[src/rtl/rce_parity_accumulator.sv]
// Serial parity accumulator for the ring-circulant encoder: folds one message
// bit per accepted cycle into an M-bit rotate-then-XOR accumulator and hands the
// result to the final parity register with a one-cycle load strobe.
// Optional build macro RCE_START_ERR_EN: adds a sticky err output and makes a
// start during accumulation an error instead of a restart.
module rce_parity_accumulator #(
  parameter int unsigned M  = 4,
  parameter int unsigned K  = 64,
  localparam int unsigned CW = $clog2(K)
) (
  input  logic         clk,
  input  logic         rst,
  input  logic         start,
  input  logic         msg_valid,
  input  logic         msg_bit,
  input  logic [M-1:0] g_row,
`ifdef RCE_START_ERR_EN
  output logic         err,
`endif
  output logic         msg_ready,
  output logic         busy,
  output logic [M-1:0] par_out,
  output logic         par_sel,
  output logic         par_valid
);

  typedef enum logic [1:0] {
    IDLE = 2'd0,
    ACC  = 2'd1,
    DONE = 2'd2
  } state_t;

  state_t         state_q, state_d;
  logic [M-1:0]   p_q, p_d;
  logic [CW-1:0]  cnt_q, cnt_d;
  logic           msg_ready_d, busy_d, par_sel_d, par_valid_d;
  logic           take;
  logic [M-1:0]   p_acc;
  logic           last_bit;

`ifdef RCE_START_ERR_EN
  logic err_q, err_d;
  assign err = err_q;
`endif

  // GF(2) accumulator step: rotate left by one, then add the row if the bit is set
  assign p_acc    = {p_q[M-2:0], p_q[M-1]} ^ (msg_bit ? g_row : '0);
  assign last_bit = (cnt_q == CW'(K - 1));
  assign par_out  = p_q;

  // Next-state, datapath and registered-output decode
  always_comb begin
    state_d = state_q;
    p_d     = p_q;
    cnt_d   = cnt_q;
    take    = 1'b0;
`ifdef RCE_START_ERR_EN
    err_d   = err_q;
`endif
    case (state_q)
      IDLE: begin
        if (start) begin
          state_d = ACC;
          p_d     = '0;
          cnt_d   = '0;
        end
      end
      ACC: begin
`ifdef RCE_START_ERR_EN
        if (start) err_d = 1'b1;
        take = msg_valid;
`else
        if (start) begin
          p_d   = '0;
          cnt_d = '0;
        end else begin
          take = msg_valid;
        end
`endif
        if (take) begin
          p_d = p_acc;
          // Counter parks at K-1 on the final bit so it never wraps
          if (last_bit) state_d = DONE;
          else          cnt_d   = cnt_q + CW'(1);
        end
      end
      DONE: begin
        state_d = IDLE;
      end
      default: begin
        state_d = IDLE;
      end
    endcase
    msg_ready_d = (state_d == ACC);
    busy_d      = (state_d != IDLE);
    par_valid_d = (state_d == DONE);
    par_sel_d   = (state_d != DONE);
  end

  // State, accumulator and output registers
  always_ff @(posedge clk or negedge rst) begin
    if (!rst) begin
      state_q   <= IDLE;
      p_q       <= '0;
      cnt_q     <= '0;
      msg_ready <= 1'b0;
      busy      <= 1'b0;
      par_valid <= 1'b0;
      par_sel   <= 1'b1;
    end else begin
      state_q   <= state_d;
      p_q       <= p_d;
      cnt_q     <= cnt_d;
      msg_ready <= msg_ready_d;
      busy      <= busy_d;
      par_valid <= par_valid_d;
      par_sel   <= par_sel_d;
    end
  end

`ifdef RCE_START_ERR_EN
  // Sticky start-during-accumulation flag, cleared only by reset
  always_ff @(posedge clk or negedge rst) begin
    if (!rst) err_q <= 1'b0;
    else      err_q <= err_d;
  end
`endif

endmodule
[config.mk]
export PLATFORM = sky130hd
export DESIGN_NAME = rce_parity_accumulator
export DESIGN_NICKNAME = d
export VERILOG_FILES = /design/src/rtl/rce_parity_accumulator.sv
export SDC_FILE = /design/constraint.sdc
export NUM_CORES = 1
export LEC_CHECK = 0
export CORE_UTILIZATION = 30
export CTS_BUF_LIST = sky130_fd_sc_hd__clkbuf_2
export DETAILED_ROUTE_END_ITERATION = 8
export SETUP_SLACK_MARGIN = 0.5
export SLEW_MARGIN = 20
export SYNTH_ARGS = -nofsm -noshare
export SYNTH_HDL_FRONTEND = slang
export SYNTH_SLANG_ARGS = --single-unit
[constraint.sdc]
create_clock -name clk -period 1.6 [get_ports clk]
set_clock_uncertainty 0.15 [all_clocks]
set_input_delay 0.4 -clock clk [delete_from_list [all_inputs] [get_ports clk]]
set_output_delay 0.4 -clock clk [all_outputs]
set_load 0.05 [all_outputs]
==> flow_summary.ini, run 1 <==
[global_route]
grt_first_pass_wirelength_mm = 2.97
use_met2_pct = 23.3
grt_most_used_layer = met2
globalRoute.totalOverflow = 0
antenna_violations_before_repair = 0
grt_pass1_vias = 677
globalRouteMet1Util_pct = 18.6
gr-usage-met3_pct = 5.93
grt_resource_usage_total_pct = 14.8
largest_net_degree_at_the_start_of_global_routing = 17

[cells_and_area]
area.growth.synth_to_final_pct = 74.5
nets = 133
fin_area_mm2 = 0.00140
layout.core_utilization_pct = 56.1
final_cell_mix = 15 x sky130_fd_sc_hd__buf_4, 12 x sky130_fd_sc_hd__nand2_1, 9 x sky130_fd_sc_hd__buf_12, 8 x sky130_fd_sc_hd__dfrtp_2, 7 x sky130_fd_sc_hd__dfrtp_1
drive_gt1_share_pct = 49.2
n_antenna_cell = 0
seqCellArea_um2 = 412
layout.filler_cells = 215
area_taken_by_multi_input_logic_gates_um2 = 460
final_common_cell = sky130_fd_sc_hd__buf_4
finalNonFillerCells = 152

[clocking]
clk_path_buf_depth = 2
cts_tree = built
hold_buffers = 0
clkSlewWorstSetupHoldPaths_ps = 150
insertion_delay_of_the_later_clocked_pin_in_the_worst_skew_pair_ps = 290
cts_max_level = 1
root_buffer = sky130_fd_sc_hd__clkbuf_2
cts_inserted_buffers = 3
clock_sink_count = 16

[placement]
gpl.final_weighted_congestion = 0.757
detailed_placement_wirelength_estimate_mm = 1.22
placed_area_mm2 = 0.00118
place_worst_setup_slack_ps = -225
buffer_ports.inserted = 16
numPlacedInstances = 135

[detailed_routing]
vias = 787
drt-wirelength-per-cell_um = 13.8
dr.first_iter.drc_count = 18
post-route-drc-count = 0
ant_nets = 0
detail_route.vias_per_cell = 5.18
firstDrtPassIters = 5
wirelength_mm = 2.09

[sta]
setup-tns-final_ps = 0
post-route-min-period_ps = 1550
postLayoutSetupSlackWorst_ps = 51.0
number_of_pins_exceeding_their_max_slew_limit_in_the_final_report = 0
setup_violations = 0
rsz0062_at_grt = true
timing_hold_violations_final = 0
maxClockFrequency_ghz = 0.646
maxSlewHeadroom_pct = 81.4
tightest_pin_transition_ps = 280
final.period_utilization_pct = 96.8

[pwr]
cellInternalPower_mw = 0.582
power.share.sequential_pct = 52.2
static-leakage-power_nw = 0.578
p_comb_share_pct = 25.6
clock_power_share_pct = 22.2
switching_power_mw = 0.231
power_switching_share_pct = 28.4
irDropWorstVdd_uv = 396
power.density_cell_area_mw_per_mm2 = 581

[logic_synthesis]
yosysTopAreaCellShare_pct = 46.7
synth_top_area_cell = sky130_fd_sc_hd__dfrtp_1
ys_ff_latch = 16
yosysWarnings = 0
cell_area_after_synthesis_um2 = 803
synth.yosys.seq_area_share_pct = 50.0
yosysUniqueCellTypes = 29
synth.net_count = 93
average_footprint_of_a_synthesized_cell_um2 = 9.68
synthesis.instances = 83
post_synth_main_area_contributors = sky130_fd_sc_hd__dfrtp_1 47%, sky130_fd_sc_hd__nand2_1 6.5%, sky130_fd_sc_hd__xnor2_1 4.4%

[critical_path]
cp_data_arrival_time_ps = 1590
crit_required_ps = 1640
critical_path_class = register to register
worstSetupStartpointType = register
worstPathMaxFanout = 6
endpoint_kind = register

[floorplan]
core_mm2 = 0.00250
die_outline_area_mm2 = 0.00289
die_height_um = 53.7
row_count = 18
floorplan.initialDensity_pct = 32.1
dieWidth_um = 53.7
ios = 17

[flow_run]
max_cap_viol_count = 0

[worst_hold_path]
hp-class = input pin to asynchronous set/reset pin

[status]
run_status = finished clean
cell usage after synthesis, drive strengths merged:
master / instances
dfrtp: 15
nand2: 14
nor2: 6
o21ai: 6
a22oi: 4
inv: 4
xnor2: 4
nand3: 3
nor3: 3
nor4: 3
and2: 2
buf: 2
clkbuf: 2
o31a: 2
a2111oi: 1
a21oi: 1
a311o: 1
a41o: 1
dfstp: 1
ha: 1
nand4: 1
nand4b: 1
nor3b: 1
o211ai: 1
o22a: 1
o311ai: 1
o41a: 1
cell families after synthesis:
| group | Yosys count | synth area share (%) |
|---|---|---|
| AOI/OAI and AO/OA | 20 | 19.2 |
| xor gates and xnor gates | 4 | 4.36 |
| adders and majority gates | 1 | 1.56 |
| buffers and inverters | 8 | 4.05 |
| DFF | 16 | 50.0 |
| and+or+nand+nor | 34 | 20.9 |
repair_timing:
| item | in CTS | in global routing |
|---|---|---|
| pin swaps | 5 | 11 |
| cloned | 0 | 1 |
| endpoints found under the setup margin | 24 | 24 |
| setup buffers | 6 | 6 |
| resized for setup | 8 | 14 |
per-stage QoR:
step | hold slack, ps | total power, mW
floorplan | -45.6 | 0.504
global placement | 402 | 0.590
detailed placement | 411 | 0.592
CTS | 257 | 0.783
global route | 253 | 0.863
finish | 250 | 0.814
final timing paths:
check / to / start / cells after the start / slack [ps]
setup / recovery: cnt_q[0] / cnt_q[0] / 5 / 50
hold / removal: state_q[0] / rst / 2 / 250
setup reg to reg: cnt_q[0] / cnt_q[0] / 5 / 50
hold reg to reg: cnt_q[4] / cnt_q[4] / 1 / 470
max in group asynchronous: par_sel / rst / 2 / 800
min in group clk: cnt_q[5] / start / 2 / 350
power by group through the flow:
| stage | Clock (mW) | Sequential (mW) | Combinational, mW |
|---|---|---|---|
| after global placement | 0 | 0.436 | 0.153 |
| after global routing | 0.212 | 0.427 | 0.224 |
| final | 0.181 | 0.425 | 0.208 |
| after CTS | 0.185 | 0.425 | 0.173 |
| after floorplan | 0 | 0.455 | 0.0490 |
| after detailed placement | 0 | 0.437 | 0.155 |
layer usage:
layer / wire, µm / vias to the layer above
met3: 114 / 2
met5: 0 / -
met4: 17 / 0
li1: - / 382
met2: 1060 / 24
met1: 896 / 379
layout make-up:
class | instances | area share [%]
tap | 30 | 2.68
timing repair buffer | 39 | 32.7
clock inverter | 1 | 0.268
clock buffer | 3 | 1.07
sequential | 16 | 29.4
inverter | 4 | 1.07
multi-input combinational | 59 | 32.9
flip-flops by register name, summed over array words and instances (netlist names):
name,flops
busy,1
cnt_q,6
msg_ready,1
par_out,4
par_sel,1
par_valid,1
state_q,2
critical path, cell delays in order, from the launching register on:
cell and delay, ps:
sky130_fd_sc_hd__dfrtp_1 380, sky130_fd_sc_hd__ha_2 180, sky130_fd_sc_hd__and2_4 180, sky130_fd_sc_hd__a41o_4 240, sky130_fd_sc_hd__nor4_1 50, sky130_fd_sc_hd__a311o_1 270
Note: power is estimated with default switching activity, not from simulation.
==> run 2: changes to the inputs <==
--- a/config.mk
+++ b/config.mk
@@ -5,6 +5,8 @@
 export SDC_FILE = /design/constraint.sdc
 export NUM_CORES = 1
 export LEC_CHECK = 0
+export ABC_AREA = 1
+export CORE_MARGIN = 4
 export CORE_UTILIZATION = 30
 export CTS_BUF_LIST = sky130_fd_sc_hd__clkbuf_2
 export DETAILED_ROUTE_END_ITERATION = 8
==> run 2 against run 1 <==
Net effect:
- cell area increased by 2.5%
- combinational power increased by 26%
- non-clock buffer count decreased by 5
- largest power group unchanged
- count of clock-buffer cells in the layout unchanged
- die area increased by 25%
- highest routed layer unchanged
- first-iteration DRC count decreased by 67%
- hold slack got worse by 4.4 ps
- sequential cell count unchanged
==> flow_summary.ini, run 2 <==
[clocking]
clkSlewWorstSetupHoldPaths_ps = 160
root_buffer = sky130_fd_sc_hd__clkbuf_2
hold_buffers = 0
cts_tree = built
insertion_delay_of_the_later_clocked_pin_in_the_worst_skew_pair_ps = 290
clock_sink_count = 16
cts_inserted_buffers = 3
clk_path_buf_depth = 2
cts_max_level = 1

[flow_run]
max_cap_viol_count = 0

[detailed_routing]
ant_nets = 0
dr.first_iter.drc_count = 6
post-route-drc-count = 0
vias = 759
wirelength_mm = 2.09
firstDrtPassIters = 4
detail_route.vias_per_cell = 4.66
drt-wirelength-per-cell_um = 12.8

[pwr]
static-leakage-power_nw = 0.635
power.share.sequential_pct = 50.1
cellInternalPower_mw = 0.615
power_switching_share_pct = 31.0
p_comb_share_pct = 29.4
totalPowerFinal_mw = 0.892
irDropWorstVdd_uv = 527
clock_power_share_pct = 20.5
power.density_cell_area_mw_per_mm2 = 621
switching_power_mw = 0.276

[cells_and_area]
final_common_cell = sky130_fd_sc_hd__buf_4
layout.filler_cells = 218
max_flop_register = cnt_q
nets = 144
largest_register_ff_count = 6
n_antenna_cell = 0
layout.core_utilization_pct = 56.9
area.growth.synth_to_final_pct = 76.3
fin_area_mm2 = 0.00144
final_cell_mix = 15 x sky130_fd_sc_hd__buf_4, 10 x sky130_fd_sc_hd__nand2_1
drive_gt1_share_pct = 54.9

[critical_path]
critical_path_class = register to output port
path_buf_inv = 1
setup.reg_to_reg.worst_slack_ps = 240
worstSetupStartpointType = register
endpoint_kind = output port
timing.critical_path.max_delay_family = flip-flops
crit_required_ps = 1050
worstPathMaxFanout = 1
cp_slowest_stage_delay_ps = 580
critPathSlowestCell = sky130_fd_sc_hd__dfstp_2
timing.critical_path.cells = buf_12
cp_data_arrival_time_ps = 1000

[sta]
timing_hold_violations_final = 0
maxClockFrequency_ghz = 0.645
rsz0062_at_grt = true
post-route-min-period_ps = 1550
setup_violations = 0
tightest_pin_transition_ps = 226
maxSlewHeadroom_pct = 84.9
number_of_pins_exceeding_their_max_slew_limit_in_the_final_report = 0
final.period_utilization_pct = 96.8

[global_route]
globalRoute.totalOverflow = 0
antenna_violations_before_repair = 0
grt_pass1_vias = 782
largest_net_degree_at_the_start_of_global_routing = 17
grt_resource_usage_total_pct = 12.0
grt_first_pass_wirelength_mm = 3.26

[logic_synthesis]
cell_area_after_synthesis_um2 = 815
synth_xor_xnor_area_share_pct = 4.30
multiplexer_share_of_the_synthesized_area_pct = 0
average_footprint_of_a_synthesized_cell_um2 = 8.57
synth.yosys.seq_area_share_pct = 49.3
synth_enable_flop_cells = 0
yosysUniqueCellTypes = 21
asyncSetResetFlopFracSynth_pct = 100
yosysTopAreaCellShare_pct = 46.1
synthesis.instances = 95
synth.cells.most_frequent = 15 x sky130_fd_sc_hd__dfrtp_1, 15 x sky130_fd_sc_hd__nand2_1, 14 x sky130_fd_sc_hd__inv_1, 9 x sky130_fd_sc_hd__o21ai_0, 7 x sky130_fd_sc_hd__nor2_1
synth_top_area_cell = sky130_fd_sc_hd__dfrtp_1
simple_gate_fraction_of_synth_area_pct = 22.6
synth-compound-area-share_pct = 14.4
synth_top_family_by_area = simple AND/OR/NAND/NOR gates
synth_area_in_adders_pct = 1.54
synth.net_count = 105
ys_ff_latch = 16
post_synth_main_area_contributors = sky130_fd_sc_hd__dfrtp_1 46%, sky130_fd_sc_hd__nand2_1 6.9%, sky130_fd_sc_hd__inv_1 6.5%
synth_ff_type = sky130_fd_sc_hd__dfrtp_1
yosysWarnings = 0

[worst_hold_path]
hp-class = input pin to asynchronous set/reset pin

[floorplan]
floorplan.initialDensity_pct = 32.3
row_count = 18
die_height_um = 60.1
core_mm2 = 0.00252
dieWidth_um = 60.1
ios = 17
die_outline_area_mm2 = 0.00361

[placement]
buffer_ports.inserted = 16
detailed_placement_wirelength_estimate_mm = 1.33
gpl.final_weighted_congestion = 0.847
placed_area_mm2 = 0.00116

[status]
run_status = finished clean
## run 2: cell types whose count changed after synthesis, sizes merged, moves of 3 or more
cell,before,now
a21oi,1,6
a22oi,4,1
inv,4,17
nand2,14,18
nand3,3,6
nor2,6,9
nor4,3,0
o21ai,6,12
xnor2,4,0
xor2,0,4
## run 2: cell families (layout without fill, tap and decap cells)
family / count (synthesis) / in the layout
and+or+nand+nor: 37 / 37
xor gates and xnor gates: 4 / 4
AOI/OAI and AO/OA: 20 / 20
buffers and inverters: 17 / 55
adders and majority gates: 1 / 1
DFF: 16 / 16
## run 2: what timing repair did
action / CTS / global route
cloned: 0 / 0
endpoints found under the setup margin: 24 / 24
gates resized for setup: 33 / 20
endpoints found under the hold margin: 0 / 0
pin swaps: 12 / 14
buffers inserted: 11 / 3
## run 2: path summary, 6_finish.rpt
kind | startpoint | to | cells past startpoint
setup reg to reg | state_q[0] | cnt_q[3] | 7
min in group clk | msg_valid | cnt_q[2] | 3
setup / recovery | par_sel | par_sel | 1
hold / removal | rst | cnt_q[3] | 2
max in group asynchronous | rst | par_sel | 2
hold reg to reg | cnt_q[5] | cnt_q[5] | 3
## run 2: power by group through the flow
stage / registers, mW / logic (mW) / clock network (mW)
floorplan: 0.473 / 0.0708 / 0
global route: 0.449 / 0.284 / 0.221
global placement: 0.455 / 0.174 / 0
CTS: 0.448 / 0.237 / 0.195
detailed placement: 0.456 / 0.176 / 0
finish: 0.446 / 0.262 / 0.183
## run 2: per-stage QoR
stage / setup WS, ps / std cells / setup TNS (ps) / hold WS (ps)
2_1_floorplan: 313 / 95 / 0 / -45.6
4_1_cts: 36.3 / 160 / 0 / 241
5_1_grt: -15.7 / 163 / -15.7 / 240
3_5_place_dp: -340 / 145 / -3420 / 378
3_3_place_gp: -301 / 145 / -3050 / 366
6_report: 50.4 / 163 / 0 / 246
## run 2: layer usage
metal  track usage (%)  share of wire [%]  up-vias
met5                 0                  0        -
met4              4.75                1.4        0
met3              3.02                3.3        4
met2              19.3                 52       16
met1              15.4                 43      358
li1                  -                  -      381
## run 2: area by class of cell
type | instances | area [µm²] | share of cell area, %
clock buffers | 3 | 15.0 | 1.05
clock inverters | 1 | 3.75 | 0.261
inverters | 17 | 90.1 | 6.27
multi-input cells | 62 | 493 | 34.3
flip-flops and latches | 16 | 413 | 28.7
well taps | 30 | 37.5 | 2.61
repair buffers | 34 | 384 | 26.7
